### src/rtl/methane_mem_pkg.sv
// methane_mem_pkg: shared types and owner-selection helper for mem_arbiter
package methane_mem_pkg;
    typedef enum logic {ARB_IDLE, ARB_ACCESS} arb_state_t;
    typedef enum logic {OWNER_FETCH, OWNER_DATA} arb_owner_t;
    // On contention, round-robin hands the port to whoever did not own it last;
    // otherwise data always beats fetch.
    function automatic arb_owner_t pick_owner(
        input logic       if_req,
        input logic       d_req,
        input logic       rr_en,
        input arb_owner_t last_owner
    );
        return (if_req && d_req) ? ((rr_en && last_owner == OWNER_DATA) ? OWNER_FETCH : OWNER_DATA)
                                 : (d_req ? OWNER_DATA : OWNER_FETCH);
    endfunction
endpackage

### src/rtl/mem_arbiter.sv
// mem_arbiter: shares one fixed-latency BRAM port between instruction fetch and data load/store.
//   clk, rst                    : clock, synchronous active-high reset
//   if_req/if_addr              : fetch request -> if_gnt, if_rvalid, if_rdata
//   d_req/d_we/d_addr/d_wdata   : data request  -> d_gnt, d_rvalid, d_rdata
//   mem_en/mem_we/mem_addr/mem_din/mem_dout : BRAM port, read data valid MEM_LATENCY cycles after mem_en
//   busy                        : high while an access is in flight
//   Define MEM_ARB_ROUND_ROBIN_EN to alternate ownership on contention instead of data-first priority.
module mem_arbiter
    import methane_mem_pkg::*;
#(
    parameter int ADDR_W      = 16,
    parameter int MEM_LATENCY = 2
) (
    input  logic              clk,
    input  logic              rst,
    input  logic              if_req,
    input  logic [31:0]       if_addr,
    output logic              if_gnt,
    output logic              if_rvalid,
    output logic [31:0]       if_rdata,
    input  logic              d_req,
    input  logic [3:0]        d_we,
    input  logic [31:0]       d_addr,
    input  logic [31:0]       d_wdata,
    output logic              d_gnt,
    output logic              d_rvalid,
    output logic [31:0]       d_rdata,
    output logic              mem_en,
    output logic [3:0]        mem_we,
    output logic [ADDR_W-1:0] mem_addr,
    output logic [31:0]       mem_din,
    input  logic [31:0]       mem_dout,
    output logic              busy
);
    localparam logic [3:0] LAT = 4'(MEM_LATENCY);

    if (MEM_LATENCY < 1 || MEM_LATENCY > 15) begin : g_latency_check
        $error("mem_arbiter: MEM_LATENCY must be in 1..15");
    end

    arb_state_t r_state;
    arb_owner_t r_owner;
    logic [3:0] r_cnt;
    arb_owner_t w_pick;
    logic       w_start;
    logic       w_done;
    logic       w_unused;

    // Byte offset and bits above the memory's word range are not used.
    assign w_unused = ^{if_addr[31:ADDR_W+2], if_addr[1:0], d_addr[31:ADDR_W+2], d_addr[1:0]};

`ifdef MEM_ARB_ROUND_ROBIN_EN
    arb_owner_t r_last_owner;
    always_ff @(posedge clk) begin
        if (rst) r_last_owner <= OWNER_DATA;
        else if (w_start) r_last_owner <= w_pick;
    end
    assign w_pick = pick_owner(if_req, d_req, 1'b1, r_last_owner);
`else
    assign w_pick = pick_owner(if_req, d_req, 1'b0, OWNER_DATA);
`endif

    assign w_start = (r_state == ARB_IDLE) && (if_req || d_req);
    // The counter holds through the issue cycle (mem_en high), so it reaches 1
    // exactly when mem_dout carries the read result.
    assign w_done  = (r_state == ARB_ACCESS) && !mem_en && (r_cnt == 4'd1);

    always_ff @(posedge clk) begin
        if (rst) begin
            r_state   <= ARB_IDLE;
            r_owner   <= OWNER_DATA;
            r_cnt     <= 4'd0;
            if_gnt    <= 1'b0;
            if_rvalid <= 1'b0;
            if_rdata  <= 32'd0;
            d_gnt     <= 1'b0;
            d_rvalid  <= 1'b0;
            d_rdata   <= 32'd0;
            mem_en    <= 1'b0;
            mem_we    <= 4'd0;
            mem_addr  <= '0;
            mem_din   <= 32'd0;
            busy      <= 1'b0;
        end else begin
            if_gnt    <= w_start && (w_pick == OWNER_FETCH);
            d_gnt     <= w_start && (w_pick == OWNER_DATA);
            mem_en    <= w_start;
            if_rvalid <= w_done && (r_owner == OWNER_FETCH);
            d_rvalid  <= w_done && (r_owner == OWNER_DATA);
            if (w_start) begin
                r_state  <= ARB_ACCESS;
                busy     <= 1'b1;
                r_cnt    <= LAT;
                r_owner  <= w_pick;
                mem_we   <= (w_pick == OWNER_DATA) ? d_we : 4'd0;
                mem_addr <= (w_pick == OWNER_DATA) ? d_addr[ADDR_W+1:2] : if_addr[ADDR_W+1:2];
                mem_din  <= (w_pick == OWNER_DATA) ? d_wdata : 32'd0;
            end else begin
                mem_we <= 4'd0;
                if (r_state == ARB_ACCESS && !mem_en) r_cnt <= r_cnt - 4'd1;
            end
            if (w_done) begin
                r_state <= ARB_IDLE;
                busy    <= 1'b0;
            end
            if (w_done && r_owner == OWNER_FETCH) if_rdata <= mem_dout;
            if (w_done && r_owner == OWNER_DATA) d_rdata <= mem_dout;
        end
    end
endmodule

### config.mk
export PLATFORM = sky130hd
export DESIGN_NAME = mem_arbiter
export DESIGN_NICKNAME = d
export VERILOG_FILES = /design/src/rtl/methane_mem_pkg.sv /design/src/rtl/mem_arbiter.sv
export SDC_FILE = /design/constraint.sdc
export NUM_CORES = 1
export LEC_CHECK = 0
export BUFFER_PORTS_ARGS = -buffer_cell sky130_fd_sc_hd__buf_2
export CAP_MARGIN = 20
export CELL_PAD_IN_SITES_DETAIL_PLACEMENT = 2
export CELL_PAD_IN_SITES_GLOBAL_PLACEMENT = 2
export CORE_ASPECT_RATIO = 0.5
export CORE_MARGIN = 1.5
export CORE_UTILIZATION = 28
export DETAILED_ROUTE_END_ITERATION = 10
export MAX_ROUTING_LAYER = met4
export PLACE_DENSITY_LB_ADDON = 0.2
export REMOVE_ABC_BUFFERS = 1
export SKIP_LAST_GASP = 1
export SYNTH_ARGS = -nofsm -noshare
export SYNTH_HDL_FRONTEND = slang
export SYNTH_SLANG_ARGS = --single-unit
### constraint.sdc
create_clock -name clk -period 2.6 [get_ports clk]
set_clock_uncertainty 0.1 [all_clocks]
set_input_delay 0.26 -clock clk [delete_from_list [all_inputs] [get_ports clk]]
set_output_delay 0.26 -clock clk [all_outputs]
set_load 0.02 [all_outputs]
Word level (Yosys, flattened, before mapping) --
Cells that the tools add are included.
Word-level totals: register bits after elaboration 127, input bits 136, logic and storage cells 40
Cells by class: add/sub/neg operators 1, equality and inequality tests 1, mux-type cells 6, bitwise logic cells 4, reductions and logical operators 14
Operator list (number):
- 32-bit two-way mux | 1
- 16-bit two-way mux | 1
- 1-bit logical AND | 8
- 4-bit by 1-bit == test with 1-bit output (second input constant) | 1
- 2-bit two-way mux | 2
- 1-bit inverter | 4
- 2-bit OR reduction | 2
- 4-bit by 1-bit subtractor with 4-bit output (second input constant) | 1
- 3-bit OR reduction | 1
- 1-bit two-way mux | 2
- 2-bit nonzero test | 1
- 1-bit logical NOT | 1
- 1-bit logical OR | 1

Depth between registers and ports, before layout --
Gate-level depths: netlist of the first run.
depth after elaboration 4, depth in mapped cells 8

Worst setup path before layout of the first run --
Ideal clock, no wire load.
path type reg-to-reg, from register busy (netlist name), to register if_rdata[19], setup time 119 ps, data arrival time 1494 ps, path slack 887 ps, cell stages (with the launch flop) 7, buffers on the path 3, clock period less this slack 1713 ps, cells stage by stage dfxtp_1 -> nand4bb_1 -> or3_1 -> clkbuf_1 -> buf_6 -> buf_6 -> mux2i_1
RTL lines:
- to (signal assigned) | RTL line mem_arbiter.sv:106 | if (w_done && r_owner == OWNER_FETCH) if_rdata <= mem_dout;
- to (decl) | RTL line mem_arbiter.sv:20 | output logic [31:0] if_rdata,

Worst setup path in the final report of the first run --
from register r_cnt[0], to register if_rdata[4]
On the way: cells in the longest elaborated chain, start to end 3
Ends and longest elaborated chain:
- from (decl) | RTL line mem_arbiter.sv:43 | logic [3:0] r_cnt;
- from (signal assigned) | RTL line mem_arbiter.sv:100 | if (r_state == ARB_ACCESS && !mem_en) r_cnt <= r_cnt - 4'd1;
- 4-bit by 1-bit == test with 1-bit output | RTL line mem_arbiter.sv:66 | assign w_done = (r_state == ARB_ACCESS) && !mem_en && (r_cnt == 4'd1);
- 1-bit logical AND | RTL line mem_arbiter.sv:66
- 1-bit logical AND | RTL line mem_arbiter.sv:106
No other way between the ends. A chain may end at the register's enable or synchronous reset.

==> results of run 1 <==
## worst min-delay path, stage by stage
cell      delay (ns)
buf_2           0.10
nand2b_1        0.08
mux2i_1         0.06
## repair_timing
item,CTS,global route
hold buffers,36,0
endpoints found under the setup margin,0,0
hold endpoints to repair,36,0
## power breakdown
group / internal, W / switching [W] / total, W
Sequential: 0.00202 / 0.0000422 / 0.00206
Combinational: 0.000244 / 0.000278 / 0.000522
Clock: 0.00165 / 0.000842 / 0.00249
Total: 0.00391 / 0.00116 / 0.00507
## flip-flops by register name, summed over array words and instances (netlist names)
register,flops
d_gnt,1
d_rvalid,1
r_cnt,4
mem_addr,16
if_rdata,32
if_gnt,1
mem_din,32
r_owner,1
if_rvalid,1
d_rdata,32
mem_we,4
busy,1
mem_en,1
## cell families after synthesis
family,Yosys count,share of synthesized area [%]
adder cells (fa/ha/maj),2,0.519
AO/OA/AOI/OAI,53,9.21
XOR/XNOR,2,0.363
flip-flops,127,52.7
buffers and inverters,34,3.30
multiplexers,80,16.6
AND/OR/NAND/NOR,140,17.3
## cell usage in the layout (no fill, tap or decap), types with 17 or more instances in the layout
| master | instances |
|---|---|
| a211oi_1 | 17 |
| dlygate4sd3_1 | 36 |
| buf_2 | 225 |
| clkbuf_16 | 17 |
| nand2b_1 | 96 |
| a22o_1 | 32 |
| dfxtp_1 | 127 |
| nor2_1 | 19 |
| mux2i_1 | 80 |
## per-stage QoR
step           instances  util [%]  instance area, um^2  setup WS [ns]  total power, W
5_1_grt              931      43.0                 7140          0.506         0.00528
2_1_floorplan        406         -                 4670          0.196         0.00235
4_1_cts              931      43.0                 7140          0.608         0.00516
3_3_place_gp         866      37.1                 6160          0.700         0.00257
6_report             931      43.0                 7140          0.668         0.00507
3_5_place_dp         866      37.1                 6160          0.613         0.00258
## path summary, 6_finish.rpt
path                                                   to  slack, ns  cells past startpoint
worst min register to register  if_rdata[28]$_SDFFE_PP0P_       0.37                      2
worst max-delay path             if_rdata[4]$_SDFFE_PP0P_       0.67                      5
worst max register to register   if_rdata[4]$_SDFFE_PP0P_       0.67                      5
worst min-delay path            if_rdata[22]$_SDFFE_PP0P_       0.04                      3
## routing by layer
layer	up-vias	GRT usage [%]
met5	-	-
met4	0	6.75
met3	13	5.21
met2	114	31.3
met1	2034	18.0
li1	2021	-
## area by class of cell
cell class	count	area, um^2
Multi-Input combinational cell	277	2130
Tap cell	227	284
Sequential cell	127	2540
Clock inverter	5	103
Inverter	2	7.51
Fill cell	1804	9460
Timing Repair Buffer	269	1560
Clock buffer	24	512
==> results.yml, run 1 <==
synthesis:
  ys_types: 28
  synth_area_per_cell_um2: 11.0
  synth.most_common_cell: "dfxtp_1"
  ys_ff_latch: 127
  yosysTopAreaCell: "dfxtp_1"
  synth_seq_area_share_pct: 52.7
  syn-cell-area_um2: 4820
  synth_edf_count: 0
  synth_top_area_share_pct: 52.7
  synthFlopType: "dfxtp_1"
  netlist_instances: 438
  yosys-top-cells-area: "dfxtp_1 53%, mux2i_1 17%, nand2b_1 12%"
  async_flop_share_pct: 0
  ys_warn_count: 0
  synth_common_cells: "127 x dfxtp_1, 96 x nand2b_1, 80 x mux2i_1"
timing:
  tightest_slew_ns: 0.579
  setup_tns_ns: 0
  fmax_mhz: 518
  setup_violations: 0
  hold_slack_ns: 0.0385
  fin_crit_ns: 1.93
  drv_slew: 0
  rsz0062_at_grt: "false"
  slew_headroom_pct: 61.4
  period_share_pct: 74.3
  final-hold-violation-count: 0
place:
  portBuffers: 225
  hpwl_um: 9710
  gp_congestion: 0.688
worst_setup_path:
  cp-startpoint: "r_cnt[0]$_SDFFE_PP0P_"
  cpLargestDelayFamily: "simple AND/OR/NAND/NOR gates"
  cp.arrival_ns: 2.10
  critical_path_class: "flop to flop"
  cp-start-kind: "flop"
  endpoint_kind: "flop"
  cp.required_ns: 2.77
  slowest_stage: "or3_2"
  critical_path.reg2reg.startpoint: "r_cnt[0]$_SDFFE_PP0P_"
  cp_max_fo: 29
  max_stage_delay_ns: 0.45
  path_cells: "ha_1 > nand4bb_1 > or3_2 > buf_4 > mux2i_1"
  cp.buffers_inverters: 1
routing:
  wl_met3_um: 837
  firstDrtPassIters: 4
  met2_wirelength_um: 7860
  drt-met1-wl_um: 6170
  dr_total_vias: 4182
  ant_nets: 0
  wl_per_cell_um: 16.1
  drc: 0
  drtIter0Drc: 78
  vias_per_cell: 4.49
  top_layer_used: "met4"
  drt_wl_total_um: 15000
pwr:
  p_leak_nw: 3.48
  p_per_area_nw_per_um2: 710
  ir_drop_v: 0.000463
clocking:
  clkTransAtPathRegs_ns: 0.06
  h-tree-depth: 4
  cts_tree: "built"
  numCtsBuffers: 17
  clk_path_buf_depth: 2
  cts_sinks: 127
  cts_resized: 0
  worstSkewPairLatency_ns: 0.40
  clockRootBuffer: "clkbuf_16"
  post_cts_buffers: 0
floorplan:
  initial_core_util_pct: 29.0
  rows: 33
  die_h_um: 95.8
  io_pins: 258
  core_area_um2: 16600
  die-area_um2: 18100
  die_x_um: 189
run:
  max-cap-violations: 0
global_routing:
  antenna_found_initial: 0
  grt.overflow.total: 0
  grt_max_degree: 68
  grt_pass1_vias: 4499
  grt_pass1_wl_um: 23200
  grtUsageTotal_pct: 17.3
final_layout:
  antenna_cells: 0
  area_growth_pct: 48.1
  nNetsFinal: 832
  drive_above_1_share_pct: 37.9
run_status:
  status: "completed"
hold_path:
  min_path_type: "input port to flop"
  hp-start: "mem_dout[22]"
No activity file was read; power rests on OpenSTA's default activity.
==> run 2: changes to the inputs <==
--- a/config.mk
+++ b/config.mk
@@ -5,13 +5,14 @@
 export SDC_FILE = /design/constraint.sdc
 export NUM_CORES = 1
 export LEC_CHECK = 0
+export ABC_AREA = 1
 export BUFFER_PORTS_ARGS = -buffer_cell sky130_fd_sc_hd__buf_2
 export CAP_MARGIN = 20
 export CELL_PAD_IN_SITES_DETAIL_PLACEMENT = 2
 export CELL_PAD_IN_SITES_GLOBAL_PLACEMENT = 2
 export CORE_ASPECT_RATIO = 0.5
 export CORE_MARGIN = 1.5
-export CORE_UTILIZATION = 28
+export CORE_UTILIZATION = 23
 export DETAILED_ROUTE_END_ITERATION = 10
 export MAX_ROUTING_LAYER = met4
 export PLACE_DENSITY_LB_ADDON = 0.2
==> constraint.sdc (replaced) <==
create_clock -name clk -period 1.78 [get_ports clk]
set_clock_uncertainty 0.1 [all_clocks]
set_input_delay 0.178 -clock clk [delete_from_list [all_inputs] [get_ports clk]]
set_output_delay 0.178 -clock clk [all_outputs]
set_load 0.02 [all_outputs]
==> run 2 against run 1 <==
  * Via count increased by 49%
  * Highest routed layer unchanged
  * Critical endpoint is now d_rdata[4]$_SDFFE_PP0P_
  * Flip-flop and latch count unchanged
  * Register-to-register slack got worse by 0.54 ns
==> results.yml, run 2 <==
run_status:
  status: "completed"
synthesis:
  synthFlopType: "dfxtp_1"
  syn-cell-area_um2: 5500
  synth_top_area_share_pct: 46.2
  ys_types: 21
  synth_area_per_cell_um2: 6.63
  yosys-top-cells-area: "dfxtp_1 46%, nand2_1 19%, inv_1 13%"
  synth_common_cells: "282 x nand2_1, 184 x inv_1, 127 x dfxtp_1"
  async_flop_share_pct: 0
  synth_edf_count: 0
  synth_seq_area_share_pct: 46.2
  yosysTopAreaCell: "dfxtp_1"
  ys_warn_count: 0
  netlist_instances: 830
  ys_ff_latch: 127
  synth.most_common_cell: "nand2_1"
hold_path:
  hold_depth: 5
  min_path_type: "input port to flop"
place:
  hpwl_um: 14600
  portBuffers: 225
  gp_congestion: 0.732
final_layout:
  layout_commonest_cell: "nand2_1"
  drive_above_1_share_pct: 24.8
  n_fill_cell: 2784
  final_cell_mix: "282 x nand2_1, 225 x buf_2, 183 x inv_1"
  antenna_cells: 0
  nNetsFinal: 1274
  multiInputGateArea_um2: 2040
  seq_area_um2: 2540
  area_growth_pct: 54.1
  largestRegisters: "d_rdata: 32 flops, if_rdata: 32 flops, mem_din: 32 flops"
floorplan:
  core_area_um2: 23100
  io_pins: 258
  initial_core_util_pct: 23.8
  rows: 39
  die_x_um: 222
  die-area_um2: 24900
  die_h_um: 112
worst_setup_path:
  cp.buffers_inverters: 3
  cp_num_cells: 8
  cp.required_ns: 2.00
  path_cells: "inv_1 > ha_1 > inv_1 > nor2_4 > buf_12 > nand4_1 > nand2_1 > nor2_1"
  cpLargestDelayFamily: "simple AND/OR/NAND/NOR gates"
  cp-start-kind: "flop"
  slowest_stage: "dfxtp_1"
  crit_top_cell: "inv_1"
  endpoint_kind: "flop"
  cp.arrival_ns: 1.87
  max_stage_delay_ns: 0.29
  rr_worst_depth: 8
  cp_max_fo: 40
  critical_path_class: "flop to flop"
timing:
  slew_headroom_pct: 38.4
  tightest_slew_ns: 0.916
  fmax_mhz: 607
  hold_slack_ns: 0.0227
  final-hold-violation-count: 0
  rsz0062_at_grt: "false"
  fin_crit_ns: 1.65
  setup_violations: 0
  drv_slew: 0
  period_share_pct: 92.6
clocking:
  cts_resized: 0
  post_cts_buffers: 0
  cts_tree: "built"
  numCtsBuffers: 17
  h-tree-depth: 4
  worstSkewPairLatency_ns: 0.42
  clk_path_buf_depth: 2
  clockRootBuffer: "clkbuf_16"
  cts_sinks: 127
  clkTransAtPathRegs_ns: 0.06
pwr:
  p_leak_nw: 4.57
  p_comb_share_pct: 14.6
  power_frac_seq_pct: 39.9
  power.share.clock_pct: 45.5
  power_switching_w: 0.00203
  ir_drop_v: 0.000450
  p_per_area_nw_per_um2: 892
  p_sw_share_pct: 26.9
  total_power_w: 0.00756
  p_int_w: 0.00552
global_routing:
  grt.overflow.total: 0
  grt_pass1_wl_um: 36400
  grt_max_degree: 67
  grtUsageTotal_pct: 19.5
  antenna_found_initial: 0
  grt_pass1_vias: 6962
routing:
  drt_wl_total_um: 22800
  dr_total_vias: 6232
  wl_per_cell_um: 15.7
  drtIter0Drc: 216
  vias_per_cell: 4.28
  firstDrtPassIters: 4
  ant_nets: 0
  drc: 0
run:
  max-cap-violations: 0
## run 2: cells by family (layout without fill, tap and decap cells)
logic type / count (synthesis) / count (layout) / share of synthesized area, %
compound gates: 25 / 25 / 2.50
fa+ha+maj: 2 / 2 / 0.455
buf+inv: 233 / 551 / 16.9
flops: 127 / 127 / 46.2
simple gates: 443 / 443 / 33.9
## run 2: worst register-to-register path: stages, from the launching register on
cell and delay, ns:
dfxtp_1 0.29, inv_1 0.11, ha_1 0.25, inv_1 0.09, nor2_4 0.15, buf_12 0.23, nand4_1 0.15, nand2_1 0.11
nor2_1 0.05
## run 2: worst paths after layout
check,to,slack (ns),start
worst min register to register,mem_din[16]$_SDFFE_PP0P_,0.34,mem_din[16]$_SDFFE_PP0P_
worst min-delay path,if_rdata[17]$_SDFFE_PP0P_,0.02,mem_dout[17]
worst max register to register,d_rdata[4]$_SDFFE_PP0P_,0.13,r_cnt[1]$_SDFFE_PP0P_
worst max-delay path,d_rdata[4]$_SDFFE_PP0P_,0.13,r_cnt[1]$_SDFFE_PP0P_
## run 2: metrics by stage
| stage | instance area [um^2] | std cells | utilization [%] | setup TNS (ns) | setup slack (ns) |
|---|---|---|---|---|---|
| 6_report | 8480 | 1455 | 36.6 | 0 | 0.132 |
| 5_1_grt | 8480 | 1455 | 36.6 | 0 | 0.0322 |
| 4_1_cts | 8480 | 1455 | 36.6 | 0 | 0.108 |
| 3_5_place_dp | 7030 | 1337 | 30.4 | 0 | 0.175 |
| 3_3_place_gp | 7030 | 1337 | 30.4 | 0 | 0.232 |
| 2_1_floorplan | 5270 | 783 | - | -117.60 | -1.39 |
## run 2: area by class of cell
type,count,share of cell area (%)
Clock buffer,25,6.08
Clock inverter,6,0.650
Inverter,186,8.24
Multi-Input combinational cell,470,24.1
Sequential cell,127,30.0
Tap cell,307,4.53
Timing Repair Buffer,334,26.4
## run 2: routing by layer
layer | share of wire, % | vias to the layer above | GRT usage, %
met1 | 43 | 3043 | 21.0
met5 | 0 | - | -
met2 | 52 | 95 | 35.2
li1 | - | 3063 | -
met3 | 3.2 | 31 | 4.48
met4 | 2.1 | 0 | 7.44
## run 2: power groups by stage
stage | clock [W] | sequential (W) | combinational (W)
finish | 0.00344 | 0.00301 | 0.00111
global route | 0.00367 | 0.00302 | 0.00122
CTS | 0.00357 | 0.00301 | 0.00110
detailed placement | 0 | 0.00307 | 0.000943
global placement | 0 | 0.00306 | 0.000919
floorplan | 0 | 0.00320 | 0.000335
## run 2: what timing repair did
item / 4_1_cts / 5_1_grt
setup endpoints to repair: 0 / 0
endpoints found under the hold margin: 91 / 0
hold buffers: 87 / 0
==> run 3: changes to the inputs <==
--- a/config.mk
+++ b/config.mk
@@ -15,7 +15,7 @@
 export CORE_UTILIZATION = 23
 export DETAILED_ROUTE_END_ITERATION = 10
 export MAX_ROUTING_LAYER = met4
-export PLACE_DENSITY_LB_ADDON = 0.2
+export PLACE_DENSITY = 0.85
 export REMOVE_ABC_BUFFERS = 1
 export SKIP_LAST_GASP = 1
 export SYNTH_ARGS = -nofsm -noshare
==> run 3 against run 2 <==
  * Clock power increased by 9.0%
  * Via count increased by 3.9%
  * Maximum frequency decreased by 7.3%
  * Critical path depth decreased by 1
  * Design area about the same
  * First-iteration DRC count decreased by 6.5%
  * Final cell count decreased by 0.62%
  * Combinational power about the same
  * Die area unchanged
==> results.yml, run 3 (synthesis gave the netlist of run 2 again) <==
run_status:
  status: "completed"
pwr:
  ir_drop_v: 0.000465
  p_leak_nw: 4.56
  total_power_w: 0.00791
  p_per_area_nw_per_um2: 934
timing:
  tightest_slew_ns: 0.624
  rsz0062_at_grt: "true"
  final-hold-violation-count: 0
  fin_crit_ns: 1.78
  setup_violations: 0
  slew_headroom_pct: 58.2
  fmax_mhz: 562
  drv_slew: 0
  period_share_pct: 99.9
  layout_setup_ws_ns: 0.00133
worst_setup_path:
  critical_path_class: "flop to flop"
  cp.arrival_ns: 2.05
  cp_max_fo: 16
  endpoint_kind: "flop"
  cp.required_ns: 2.05
  cp-start-kind: "flop"
floorplan:
  io_pins: 258
  rows: 39
  die_x_um: 222
  initial_core_util_pct: 23.8
  die-area_um2: 24900
  die_h_um: 112
  core_area_um2: 23100
final_layout:
  area_growth_pct: 54.0
  instances_no_fill: 1446
  layout_commonest_cell: "nand2_1"
  drive_above_1_share_pct: 25.6
  final_cell_mix: "281 x nand2_1, 225 x buf_2, 182 x inv_1"
  largestRegisters: "d_rdata: 32 flops, if_rdata: 32 flops, mem_din: 32 flops"
  n_fill_cell: 2746
  seq_area_um2: 2540
  nNetsFinal: 1263
  multiInputGateArea_um2: 2070
  final_util_pct: 36.6
clocking:
  clockRootBuffer: "clkbuf_16"
  h-tree-depth: 4
  clkTransAtPathRegs_ns: 0.06
  numCtsBuffers: 17
  worstSkewPairLatency_ns: 0.42
  cts_tree: "built"
  clk_path_buf_depth: 2
  cts_sinks: 127
place:
  dp.cells: 1334
  post-place-ws_ns: 0.0325
  gp_congestion: 0.768
  portBuffers: 225
  hpwl_um: 15000
global_routing:
  grt.overflow.total: 0
  grt_pass1_vias: 7336
  grt_pass1_wl_um: 39100
  antenna_found_initial: 2
  grt_max_degree: 69
  grtUsageTotal_pct: 20.9
routing:
  drc: 0
  dr_total_vias: 6478
  wl_per_cell_um: 18.1
  ant_nets: 0
  drt_wl_total_um: 26200
  firstDrtPassIters: 4
  drtIter0Drc: 202
  vias_per_cell: 4.48
hold_path:
  min_path_type: "input port to flop"
run:
  max-cap-violations: 0
## run 3: changes by cell type in the layout (fill, tap and decap cells not counted), moves of 2 or more
cell           delta
dlygate4sd3_1    -14
clkbuf_16         +3
clkinv_2          -3
buf_12            -2
bufinv_16         +2
diode_2           +2
## run 3: final timing paths
kind | start | to | slack (ns) | depth (start not counted)
worst max-delay path | busy$_SDFFE_PP0P_ | mem_addr[1]$_SDFFE_PP0P_ | 0.001 | 7
worst min-delay path | mem_dout[0] | d_rdata[0]$_SDFFE_PP0P_ | 0.007 | 5
worst max register to register | busy$_SDFFE_PP0P_ | mem_addr[1]$_SDFFE_PP0P_ | 0.001 | 7
worst min register to register | mem_din[7]$_SDFFE_PP0P_ | mem_din[7]$_SDFFE_PP0P_ | 0.34 | 2
## run 3: layer usage
layer  GRT usage (%)  wire length [um]
met1            20.8             10300
met2            38.6             14000
met3            3.80               766
met4            12.2              1150
met5               -                 0
## run 3: metrics by stage
step	hold WS [ns]	TNS [ns]	cell area, um^2
after global routing	0.0378	-0.182	8470
after global placement	0.273	0	6990
after floorplan	0.147	-117.60	5270
after CTS	0.000860	0	8340
final	0.00664	0	8470
after detailed placement	0.281	0	6990
## run 3: final cells by class
class / instances / share of cell area (%)
flip-flops and latches: 127 / 30.0
repair buffers: 323 / 25.4
diodes: 2 / 0.0591
clock buffers: 26 / 6.13
multi-input cells: 470 / 24.4
well taps: 307 / 4.53
clock inverters: 5 / 1.18
inverters: 186 / 8.24
## run 3: worst max-delay path, cell delays in order (launching register included)
cell	delay, ns
dfxtp_1	0.41
inv_2	0.10
o21ai_4	0.22
nand2_1	0.10
o21ai_0	0.10
nand2_1	0.08
nand2_1	0.07
dlygate4sd3_1	0.55
## run 3: repair_timing
item / in CTS / in global routing
endpoints found under the hold margin: 73 / 0
setup endpoints to repair: 0 / 63
setup buffers: 0 / 3
hold buffers: 73 / 0
resized for setup: 0 / 8
## run 3: report_power, final
group | total (W) | switching [W] | internal (W)
clock network | 0.00375 | 0.00134 | 0.00242
registers | 0.00302 | 0.0000728 | 0.00295
logic | 0.00113 | 0.000701 | 0.000430
